$ cat src/rtl/pipeline_ctrl_pkg.sv
// Shared LC-3b pipeline types for the stall/flush sequencer: register index,
// control word, sequencer state and the NOP control word used for bubbles/flushes.
package pipeline_ctrl_pkg;

    localparam int unsigned REG_W  = 3;
    localparam int unsigned CNT_W  = 16;
    localparam int unsigned WORD_W = 16;

    typedef logic [REG_W-1:0]  lc3b_reg;
    typedef logic [WORD_W-1:0] lc3b_word;

    typedef enum logic {
        RUN  = 1'b0,
        WAIT = 1'b1
    } pipe_ctrl_state_t;

    // Latch-input muxes select this when a stage must hold a bubble.
    localparam lc3b_word NOP_CW = WORD_W'(0);

endpackage

$ cat src/rtl/pipeline_ctrl_hazard_detect.sv
// Load-use hazard detector: flags an ID instruction that reads the destination
// of a load currently in EX.
module hazard_detect
    import pipeline_ctrl_pkg::*;
(
    input  logic    ex_is_load_i,
    input  lc3b_reg ex_dest_i,
    input  lc3b_reg id_src1_i,
    input  lc3b_reg id_src2_i,
    input  logic    id_src1_v_i,
    input  logic    id_src2_v_i,
    output logic    hz_o
);

    always_comb begin
        hz_o = ex_is_load_i &
               ((id_src1_v_i & (id_src1_i == ex_dest_i)) |
                (id_src2_v_i & (id_src2_i == ex_dest_i)));
    end

endmodule

$ cat src/rtl/pipeline_ctrl.sv
// Stall/flush sequencer for the five-stage LC-3b pipeline.
// Optional stall counters are enabled by defining PIPELINE_CTRL_PERF_EN.
module pipeline_ctrl
    import pipeline_ctrl_pkg::*;
(
    input  logic             clk,
    input  logic             reset,
`ifdef PIPELINE_CTRL_PERF_EN
    output logic [CNT_W-1:0] istall_cnt_o,
    output logic [CNT_W-1:0] dstall_cnt_o,
`endif
    input  logic             imem_resp_i,
    input  logic             dmem_resp_i,
    input  logic             mem_rd_i,
    input  logic             mem_wr_i,
    input  logic             ex_is_load_i,
    input  lc3b_reg          ex_dest_i,
    input  lc3b_reg          id_src1_i,
    input  lc3b_reg          id_src2_i,
    input  logic             id_src1_v_i,
    input  logic             id_src2_v_i,
    input  logic             br_taken_i,
    output logic             imem_read_o,
    output logic             dmem_read_o,
    output logic             dmem_write_o,
    output logic             load_pc_o,
    output logic             load_if_id_o,
    output logic             load_id_ex_o,
    output logic             load_ex_mem_o,
    output logic             load_mem_wb_o,
    output logic             bubble_id_ex_o,
    output logic             flush_o,
    output logic             pcmux_sel_o
);

    pipe_ctrl_state_t st_q, st_d;
    logic             i_done_q, i_done_d;
    logic             d_done_q, d_done_d;

    logic dmem_need;
    logic i_ok;
    logic d_ok;
    logic advance;
    logic hz;

    hazard_detect u_hazard_detect (
        .ex_is_load_i (ex_is_load_i),
        .ex_dest_i    (ex_dest_i),
        .id_src1_i    (id_src1_i),
        .id_src2_i    (id_src2_i),
        .id_src1_v_i  (id_src1_v_i),
        .id_src2_v_i  (id_src2_v_i),
        .hz_o         (hz)
    );

    always_ff @(posedge clk) begin
        if (reset) begin
            st_q     <= RUN;
            i_done_q <= 1'b0;
            d_done_q <= 1'b0;
        end else begin
            st_q     <= st_d;
            i_done_q <= i_done_d;
            d_done_q <= d_done_d;
        end
    end

    // Advance is Mealy so a single-cycle hit costs no extra cycle.
    always_comb begin
        st_d           = st_q;
        i_done_d       = i_done_q;
        d_done_d       = d_done_q;
        imem_read_o    = 1'b0;
        dmem_read_o    = 1'b0;
        dmem_write_o   = 1'b0;
        load_pc_o      = 1'b0;
        load_if_id_o   = 1'b0;
        load_id_ex_o   = 1'b0;
        load_ex_mem_o  = 1'b0;
        load_mem_wb_o  = 1'b0;
        bubble_id_ex_o = 1'b0;
        flush_o        = 1'b0;
        pcmux_sel_o    = 1'b0;

        dmem_need = mem_rd_i | mem_wr_i;
        i_ok      = i_done_q | imem_resp_i;
        d_ok      = ~dmem_need | d_done_q | dmem_resp_i;
        advance   = i_ok & d_ok;

        if (advance) begin
            st_d     = RUN;
            i_done_d = 1'b0;
            d_done_d = 1'b0;
        end else begin
            case (st_q)
                RUN: begin
                    st_d     = WAIT;
                    i_done_d = imem_resp_i;
                    d_done_d = dmem_need & dmem_resp_i;
                end
                WAIT: begin
                    st_d     = WAIT;
                    i_done_d = i_done_q | imem_resp_i;
                    d_done_d = d_done_q | (dmem_need & dmem_resp_i);
                end
            endcase
        end

        // Completed accesses are not re-issued while the other one is pending.
        if (!reset) begin
            imem_read_o  = ~i_done_q;
            dmem_read_o  = mem_rd_i & ~d_done_q;
            dmem_write_o = mem_wr_i & ~d_done_q;
            if (advance) begin
                load_id_ex_o  = 1'b1;
                load_ex_mem_o = 1'b1;
                load_mem_wb_o = 1'b1;
                if (br_taken_i) begin
                    flush_o      = 1'b1;
                    pcmux_sel_o  = 1'b1;
                    load_pc_o    = 1'b1;
                    load_if_id_o = 1'b1;
                end else if (hz) begin
                    bubble_id_ex_o = 1'b1;
                end else begin
                    load_pc_o    = 1'b1;
                    load_if_id_o = 1'b1;
                end
            end
        end
    end

`ifdef PIPELINE_CTRL_PERF_EN
    // Saturating stall counters; a D stall is counted only once fetch is satisfied.
    always_ff @(posedge clk) begin
        if (reset) begin
            istall_cnt_o <= '0;
            dstall_cnt_o <= '0;
        end else begin
            if (!advance && !i_ok && (istall_cnt_o != {CNT_W{1'b1}})) begin
                istall_cnt_o <= istall_cnt_o + CNT_W'(1);
            end
            if (!advance && i_ok && !d_ok && (dstall_cnt_o != {CNT_W{1'b1}})) begin
                dstall_cnt_o <= dstall_cnt_o + CNT_W'(1);
            end
        end
    end
`endif

endmodule

$ cat config.mk
export PLATFORM = sky130hd
export DESIGN_NAME = pipeline_ctrl
export DESIGN_NICKNAME = d
export VERILOG_FILES = /design/src/rtl/pipeline_ctrl_pkg.sv /design/src/rtl/pipeline_ctrl_hazard_detect.sv /design/src/rtl/pipeline_ctrl.sv
export SDC_FILE = /design/constraint.sdc
export NUM_CORES = 1
export LEC_CHECK = 0
export CORE_AREA = 2 2 39 41
export DETAILED_ROUTE_END_ITERATION = 10
export DIE_AREA = 0 0 41 43
export PLACE_DENSITY_LB_ADDON = 0.2
export SYNTH_ARGS = -nofsm -noshare
export SYNTH_HDL_FRONTEND = slang
export SYNTH_SLANG_ARGS = --single-unit
$ cat constraint.sdc
create_clock -name clk -period 2.5 [get_ports clk]
set_clock_uncertainty 0.1 [all_clocks]
set_input_delay 0.75 -clock clk [delete_from_list [all_inputs] [get_ports clk]]
set_output_delay 0.75 -clock clk [all_outputs]
set_load 0.005 [all_outputs]
Yosys cells after proc, flatten, opt, wreduce, memory -nomap -nowiden
Cells that the tools add are included.
{"block": "word_totals", "ff_bits": 3, "latch_bits": 0, "ram_bits": 0, "mem_bits_ro": 0, "elab_cells": 42, "memories": 0}
{"block": "op_classes", "addsub": 0, "n_mul": 0, "n_div": 0, "order_cmp": 0, "eq_ne": 2, "shifts": 0, "muxes": 19, "bitwise_logic": 17, "n_reduce_logical": 1}
{"op": "1-bit 2-to-1 mux", "count": 17}
{"op": "1-bit bitwise AND", "count": 7}
{"op": "3-bit equality test", "count": 2}
{"op": "1-bit OR", "count": 6}
{"op": "1-bit inverter", "count": 4}
{"op": "1-bit case mux with 2 select lines", "count": 2}
{"op": "2-bit OR reduction", "count": 1}

Depth between registers and ports, before layout
Gate-level depths: netlist (run 1).
{"block": "depth", "depth_word": 8, "ltp_mapped": 4, "ltp_nobuf": 3}

Hierarchy
Synthesis (run 1) repeated with hierarchy kept, for this count alone.
{"block": "hier_totals", "hier_cells": 34, "hier_area_um2": 286.5}
{"mod": "pipeline_ctrl", "instances": 1, "cells_each": 25, "area_each_um2": 214.0}
{"mod": "hazard_detect", "instances": 1, "cells_each": 9, "area_each_um2": 72.6}

Worst setup path after synthesis (run 1)
OpenSTA, ideal clock, no wires.
{"block": "synth_timing", "kind": "input to output", "start": "input dmem_resp_i", "end": "output pcmux_sel_o", "t_arrival_ns": 1.505, "path_slack_ns": 0.145, "path_stages": 4, "cell_sequence": "or2_1 > o22a_4 > and3_1 > buf_4"}
{"block": "synth_between", "elab_chain_len": 4}
{"element": "start: declaration", "line": "pipeline_ctrl.sv:13", "rtl": "input logic dmem_resp_i,"}
{"element": "1-bit OR", "line": "pipeline_ctrl.sv:87", "rtl": "d_ok = ~dmem_need | d_done_q | dmem_resp_i;"}
{"element": "1-bit bitwise AND", "line": "pipeline_ctrl.sv:88", "rtl": "advance = i_ok & d_ok;"}
{"element": "1-bit 2-to-1 mux (2 in series)"}
{"element": "end: declaration", "line": "pipeline_ctrl.sv:33", "rtl": "output logic pcmux_sel_o"}
No other way between the ends.

Worst setup path after layout (run 1)
{"block": "layout_timing", "start": "input id_src1_v_i", "end": "output load_pc_o"}
{"block": "layout_between", "elab_chain_len": 7}
{"element": "start: declaration", "line": "pipeline_ctrl.sv:20", "rtl": "input logic id_src1_v_i,"}
{"element": "1-bit bitwise AND", "line": "pipeline_ctrl_hazard_detect.sv:17", "rtl": "((id_src1_v_i & (id_src1_i == ex_dest_i)) |"}
{"element": "1-bit OR", "line": "pipeline_ctrl_hazard_detect.sv:17"}
{"element": "1-bit bitwise AND", "line": "pipeline_ctrl_hazard_detect.sv:16", "rtl": "hz_o = ex_is_load_i &"}
{"element": "1-bit 2-to-1 mux", "line": "pipeline_ctrl.sv:123", "rtl": "end else if (hz) begin"}
{"element": "1-bit 2-to-1 mux", "line": "pipeline_ctrl.sv:118", "rtl": "if (br_taken_i) begin"}
{"element": "1-bit 2-to-1 mux", "line": "pipeline_ctrl.sv:114", "rtl": "if (advance) begin"}
{"element": "1-bit 2-to-1 mux", "line": "pipeline_ctrl.sv:110", "rtl": "if (!reset) begin"}
{"element": "end: declaration", "line": "pipeline_ctrl.sv:26", "rtl": "output logic load_pc_o,"}
No other way between the ends.

==> metrics.txt, run 1 <==
# TYPE chip_impl_metric gauge
chip_impl_info{name="run_status",value="completed"} 1
chip_impl_metric{name="placed_instance_count",unit=""} 81
chip_impl_metric{name="vdd.ir_drop.worst",unit="V"} 0.0001494
chip_impl_metric{name="synth-adder-area-share",unit=""} 0
chip_impl_metric{name="layout_cells_sized_above_1",unit=""} 0.5714
chip_impl_metric{name="route.vias.total",unit=""} 380
chip_impl_info{name="endpoint_kind",value="primary output"} 1
chip_impl_metric{name="drt-vias-per-instance",unit=""} 4.419
chip_impl_metric{name="clk_pin_slew_worst_paths",unit="ns"} 0.03
chip_impl_metric{name="post-route-min-period",unit="ns"} 2.456
chip_impl_info{name="synth_top_family_by_area",value="simple AND/OR/NAND/NOR gates"} 1
chip_impl_metric{name="cts_h_tree_depth",unit=""} 1
chip_impl_metric{name="grt.met3_usage",unit=""} 0.03141
chip_impl_metric{name="final_net_count",unit=""} 90
chip_impl_metric{name="transition_time_at_the_pin_with_the_least_slew_margin",unit="ns"} 0.2053
chip_impl_info{name="setup.worst_path.start_class",value="input pin"} 1
chip_impl_metric{name="synth_seq_cells",unit=""} 3
chip_impl_metric{name="maxCapViolCount",unit=""} 0
chip_impl_metric{name="die-height",unit="um"} 43
chip_impl_metric{name="rows",unit=""} 14
chip_impl_metric{name="timing.final.max_slew_violations",unit=""} 0
chip_impl_metric{name="setup_violations",unit=""} 0
chip_impl_metric{name="worstPathRequired",unit="ns"} 1.65
chip_impl_metric{name="synth.avg_cell_area",unit="um2"} 8.793
chip_impl_metric{name="globalRouteMet1Util",unit=""} 0.1302
chip_impl_metric{name="fin_crit_sh",unit=""} 0.9826
chip_impl_metric{name="worst-r2r-setup-slack",unit="ns"} 1.25
chip_impl_metric{name="finalHoldViolations",unit=""} 0
chip_impl_metric{name="fin_hold_ws",unit="ns"} 0.3833
chip_impl_info{name="crit_chain",value="clkdlybuf4s15_1, and3b_1, and4_1, a211oi_2, buf_2"} 1
chip_impl_metric{name="io_pins",unit=""} 30
chip_impl_metric{name="num_antenna_cells",unit=""} 0
chip_impl_metric{name="grt_first_pass_wirelength",unit="um"} 1421
chip_impl_metric{name="dp_worst_setup_slack",unit="ns"} -0.7043
chip_impl_metric{name="post-dp-hpwl",unit="um"} 728.1
chip_impl_metric{name="power.density_cell_area",unit="nW/um2"} 363.0
chip_impl_metric{name="cts_max_path_buffers",unit=""} 2
chip_impl_metric{name="globalRoute.totalOverflow",unit=""} 0
chip_impl_metric{name="post_synth_inst_count",unit=""} 36
chip_impl_metric{name="clock_sink_count",unit=""} 3
chip_impl_metric{name="power.leakage",unit="uW"} 0.0003015
chip_impl_metric{name="synth.yosys.seq_area_share",unit=""} 0.1897
chip_impl_info{name="crit-reg2reg-launch",value="d_done_q"} 1
chip_impl_metric{name="drc_violation_total_after_the_first_tritonroute_iteration",unit=""} 0
chip_impl_info{name="crit_path_top_delay_cell",value="and4_1"} 1
chip_impl_metric{name="area_share_of_xor_xnor_cells_in_the_synthesized_design",unit=""} 0.1660
chip_impl_metric{name="total_detailed_routing_wirelength",unit="um"} 911
chip_impl_metric{name="holdBufCountCts",unit=""} 0
chip_impl_metric{name="drt-pass1-iter-count",unit=""} 1
chip_impl_metric{name="maxClockFrequency",unit="MHz"} 407.1
chip_impl_metric{name="max_slew_margin",unit=""} 0.8617
chip_impl_info{name="hp-start",value="st_q"} 1
chip_impl_metric{name="area_growth",unit="%"} 94.07
chip_impl_metric{name="number_of_nets_produced_by_synthesis",unit=""} 55
chip_impl_info{name="rsz0062_at_grt",value="no"} 1
chip_impl_metric{name="design_power_total",unit="uW"} 223.0
chip_impl_metric{name="synth_cell_type_count",unit=""} 19
chip_impl_info{name="worst_setup_path_startpoint",value="id_src1_v_i"} 1
chip_impl_metric{name="met2_usage",unit=""} 0.1875
chip_impl_metric{name="synthesis.area",unit="um2"} 316.6
chip_impl_metric{name="average_detailed_routed_wire_length_per_instance",unit="um"} 10.59
chip_impl_metric{name="starting_utilization_of_the_core_area",unit=""} 0.2288
chip_impl_metric{name="routabilityCongestion",unit=""} 0.6872
chip_impl_metric{name="number_of_buffers_created_by_cts",unit=""} 3
chip_impl_metric{name="global_route.usage.total",unit=""} 0.1190
chip_impl_metric{name="antenna_found_initial",unit=""} 0
chip_impl_metric{name="placement.io_buffers",unit=""} 29
chip_impl_metric{name="critical-path-max-stage-delay",unit="ns"} 0.20
chip_impl_metric{name="final_design_area_no_fill",unit="um2"} 614.3
chip_impl_metric{name="critical_path_arrival",unit="ns"} 1.61
chip_impl_info{name="tritoncts",value="yes"} 1
chip_impl_metric{name="core_region_area",unit="um2"} 1384
chip_impl_metric{name="muxShareOfSynthArea",unit=""} 0
chip_impl_metric{name="clkLatencyLatePin",unit="ns"} 0.23
chip_impl_metric{name="synth_compound_area_frac",unit=""} 0.2292
chip_impl_metric{name="yosysWarningCount",unit=""} 0
chip_impl_info{name="worstSetupEndpoint",value="load_pc_o"} 1
chip_impl_metric{name="postPlaceCellArea",unit="um2"} 626.9
chip_impl_metric{name="final_cells",unit=""} 86
chip_impl_metric{name="grt_start_max_net_pins",unit=""} 7
chip_impl_info{name="setup.worst_path.class",value="in -> out"} 1
chip_impl_metric{name="synth-simple-area-share",unit=""} 0.2964
chip_impl_info{name="cts-root-buf",value="clkbuf_4"} 1
chip_impl_info{name="yosys-top-cells-area",value="dfxtp_1, xnor2_1, buf_4, and4_1, a211oi_2"} 1
chip_impl_metric{name="die_x",unit="um"} 41
chip_impl_info{name="crit-reg2reg-capture",value="d_done_q"} 1
chip_impl_metric{name="floorplan.die_area",unit="um2"} 1763
chip_impl_metric{name="reg2regPathDepth",unit=""} 4
chip_impl_metric{name="layout_setup_ws",unit="ns"} 0.04353
chip_impl_metric{name="drtAntennaViolNets",unit=""} 0
chip_impl_metric{name="grt_pass1_vias",unit=""} 366
chip_impl_metric{name="yosysTopAreaCellShare",unit=""} 0.1897
chip_impl_metric{name="critical_path_peak_fanout",unit=""} 2
chip_impl_metric{name="drt_drc_violations_left",unit=""} 0
chip_impl_info{name="worstHoldPathType",value="reg -> reg"} 1
chip_impl_info{name="grt-busiest-layer",value="met2"} 1
chip_impl_info{name="post-synth-top-area-cell",value="dfxtp_1"} 1
-- per-layer routing --
layer / share of wire / wire [um]
met3: 0.12 / 108
met2: 0.49 / 448
met4: 0.0077 / 7
met5: 0 / 0
met1: 0.38 / 347
-- synthesized netlist by cell type --
master,instances
or2_1,1
nor2_1,3
inv_1,2
and4_1,3
buf_4,4
and3_1,1
o2111a_1,1
o22a_4,1
dfxtp_1,3
nor3b_1,2
a211oi_2,2
nand2_1,1
o221ai_1,1
and3b_1,1
o21ai_0,1
a21oi_1,1
nor2b_1,1
xnor2_1,6
nor3_2,1
-- worst max-delay path: cells and delay by family --
kind | cells | cell delay, ns
compound gates | 1 | 0.16
simple gates | 2 | 0.36
buf+inv | 2 | 0.34
-- through the flow --
step | utilization | TNS [ns]
3_5_place_dp | 0.4530 | -6.079
6_report | 0.4439 | 0
2_1_floorplan | - | 0
3_3_place_gp | 0.4530 | -6.227
4_1_cts | 0.4584 | 0
5_1_grt | 0.4439 | 0
-- final cells by class --
class / count / area (um2)
fillers: 148 / 769.5
well taps: 16 / 20.02
multi-input cells: 27 / 269.0
clock buffers: 4 / 26.28
flip-flops and latches: 3 / 60.06
inverters: 2 / 7.507
repair buffers: 34 / 231.5
-- registers in the layout, summed over array words and instances (netlist names) --
name and count:
i_done_q 1, d_done_q 1, st_q 1
-- power by group --
group / internal (uW) / total, uW / switching (uW)
registers: 51.5 / 54.7 / 3.19
logic: 50.2 / 84.5 / 34.3
clock network: 59.7 / 83.9 / 24.2
-- cell families (layout without fill, tap and decap cells) --
family,Yosys count,after routing
xor+xnor,6,6
buf+inv,6,40
simple gates,14,14
flops,3,3
compound gates,7,7
-- repair_timing --
item                                    4_1_cts  5_1_grt
resized for setup                            71       22
pin swaps                                    14       11
buffers inserted                              2        0
endpoints found under the setup margin       11        8
-- worst min path at each step --
| stage | end | cells past startpoint |
|---|---|---|
| floorplan | d_done_q | 2 |
| detailed placement | d_done_q | 2 |
| finish | d_done_q | 2 |
| global route | d_done_q | 2 |
| CTS | d_done_q | 2 |
| global placement | d_done_q | 2 |
-- layout by cell type, fill, tap and decap left out --
cell / n
a211oi_2: 2
a21oi_1: 1
and3_4: 1
and3b_1: 1
and4_1: 2
and4_4: 1
buf_2: 8
buf_4: 5
buf_6: 1
clkbuf_1: 1
clkbuf_2: 10
clkbuf_4: 3
clkdlybuf4s15_1: 4
dfxtp_1: 3
dlygate4sd2_1: 6
inv_2: 2
nand2_1: 1
nor2_1: 2
nor2_4: 1
nor2b_1: 1
nor3_2: 1
nor3b_1: 2
o2111a_1: 1
o21ai_0: 1
o221ai_4: 1
o22a_4: 1
or2_4: 1
xnor2_1: 4
xnor2_2: 2
(Power assumes the default switching activity.)
==> run 2: changes to the inputs <==
--- a/config.mk
+++ b/config.mk
@@ -9,6 +9,7 @@
 export DETAILED_ROUTE_END_ITERATION = 10
 export DIE_AREA = 0 0 41 43
 export PLACE_DENSITY_LB_ADDON = 0.2
+export SLEW_MARGIN = 40
 export SYNTH_ARGS = -nofsm -noshare
 export SYNTH_HDL_FRONTEND = slang
 export SYNTH_SLANG_ARGS = --single-unit
==> results of run 2 <==
The final DEF is identical to that of run 1; final timing and power are the same.
==> run 3: changes to the inputs <==
--- a/config.mk
+++ b/config.mk
@@ -9,7 +9,7 @@
 export DETAILED_ROUTE_END_ITERATION = 10
 export DIE_AREA = 0 0 41 43
 export PLACE_DENSITY_LB_ADDON = 0.2
-export SLEW_MARGIN = 40
+export SLEW_MARGIN = 20
 export SYNTH_ARGS = -nofsm -noshare
 export SYNTH_HDL_FRONTEND = slang
 export SYNTH_SLANG_ARGS = --single-unit
==> results of run 3 <==
The final DEF is identical to that of run 1; final timing and power are the same.
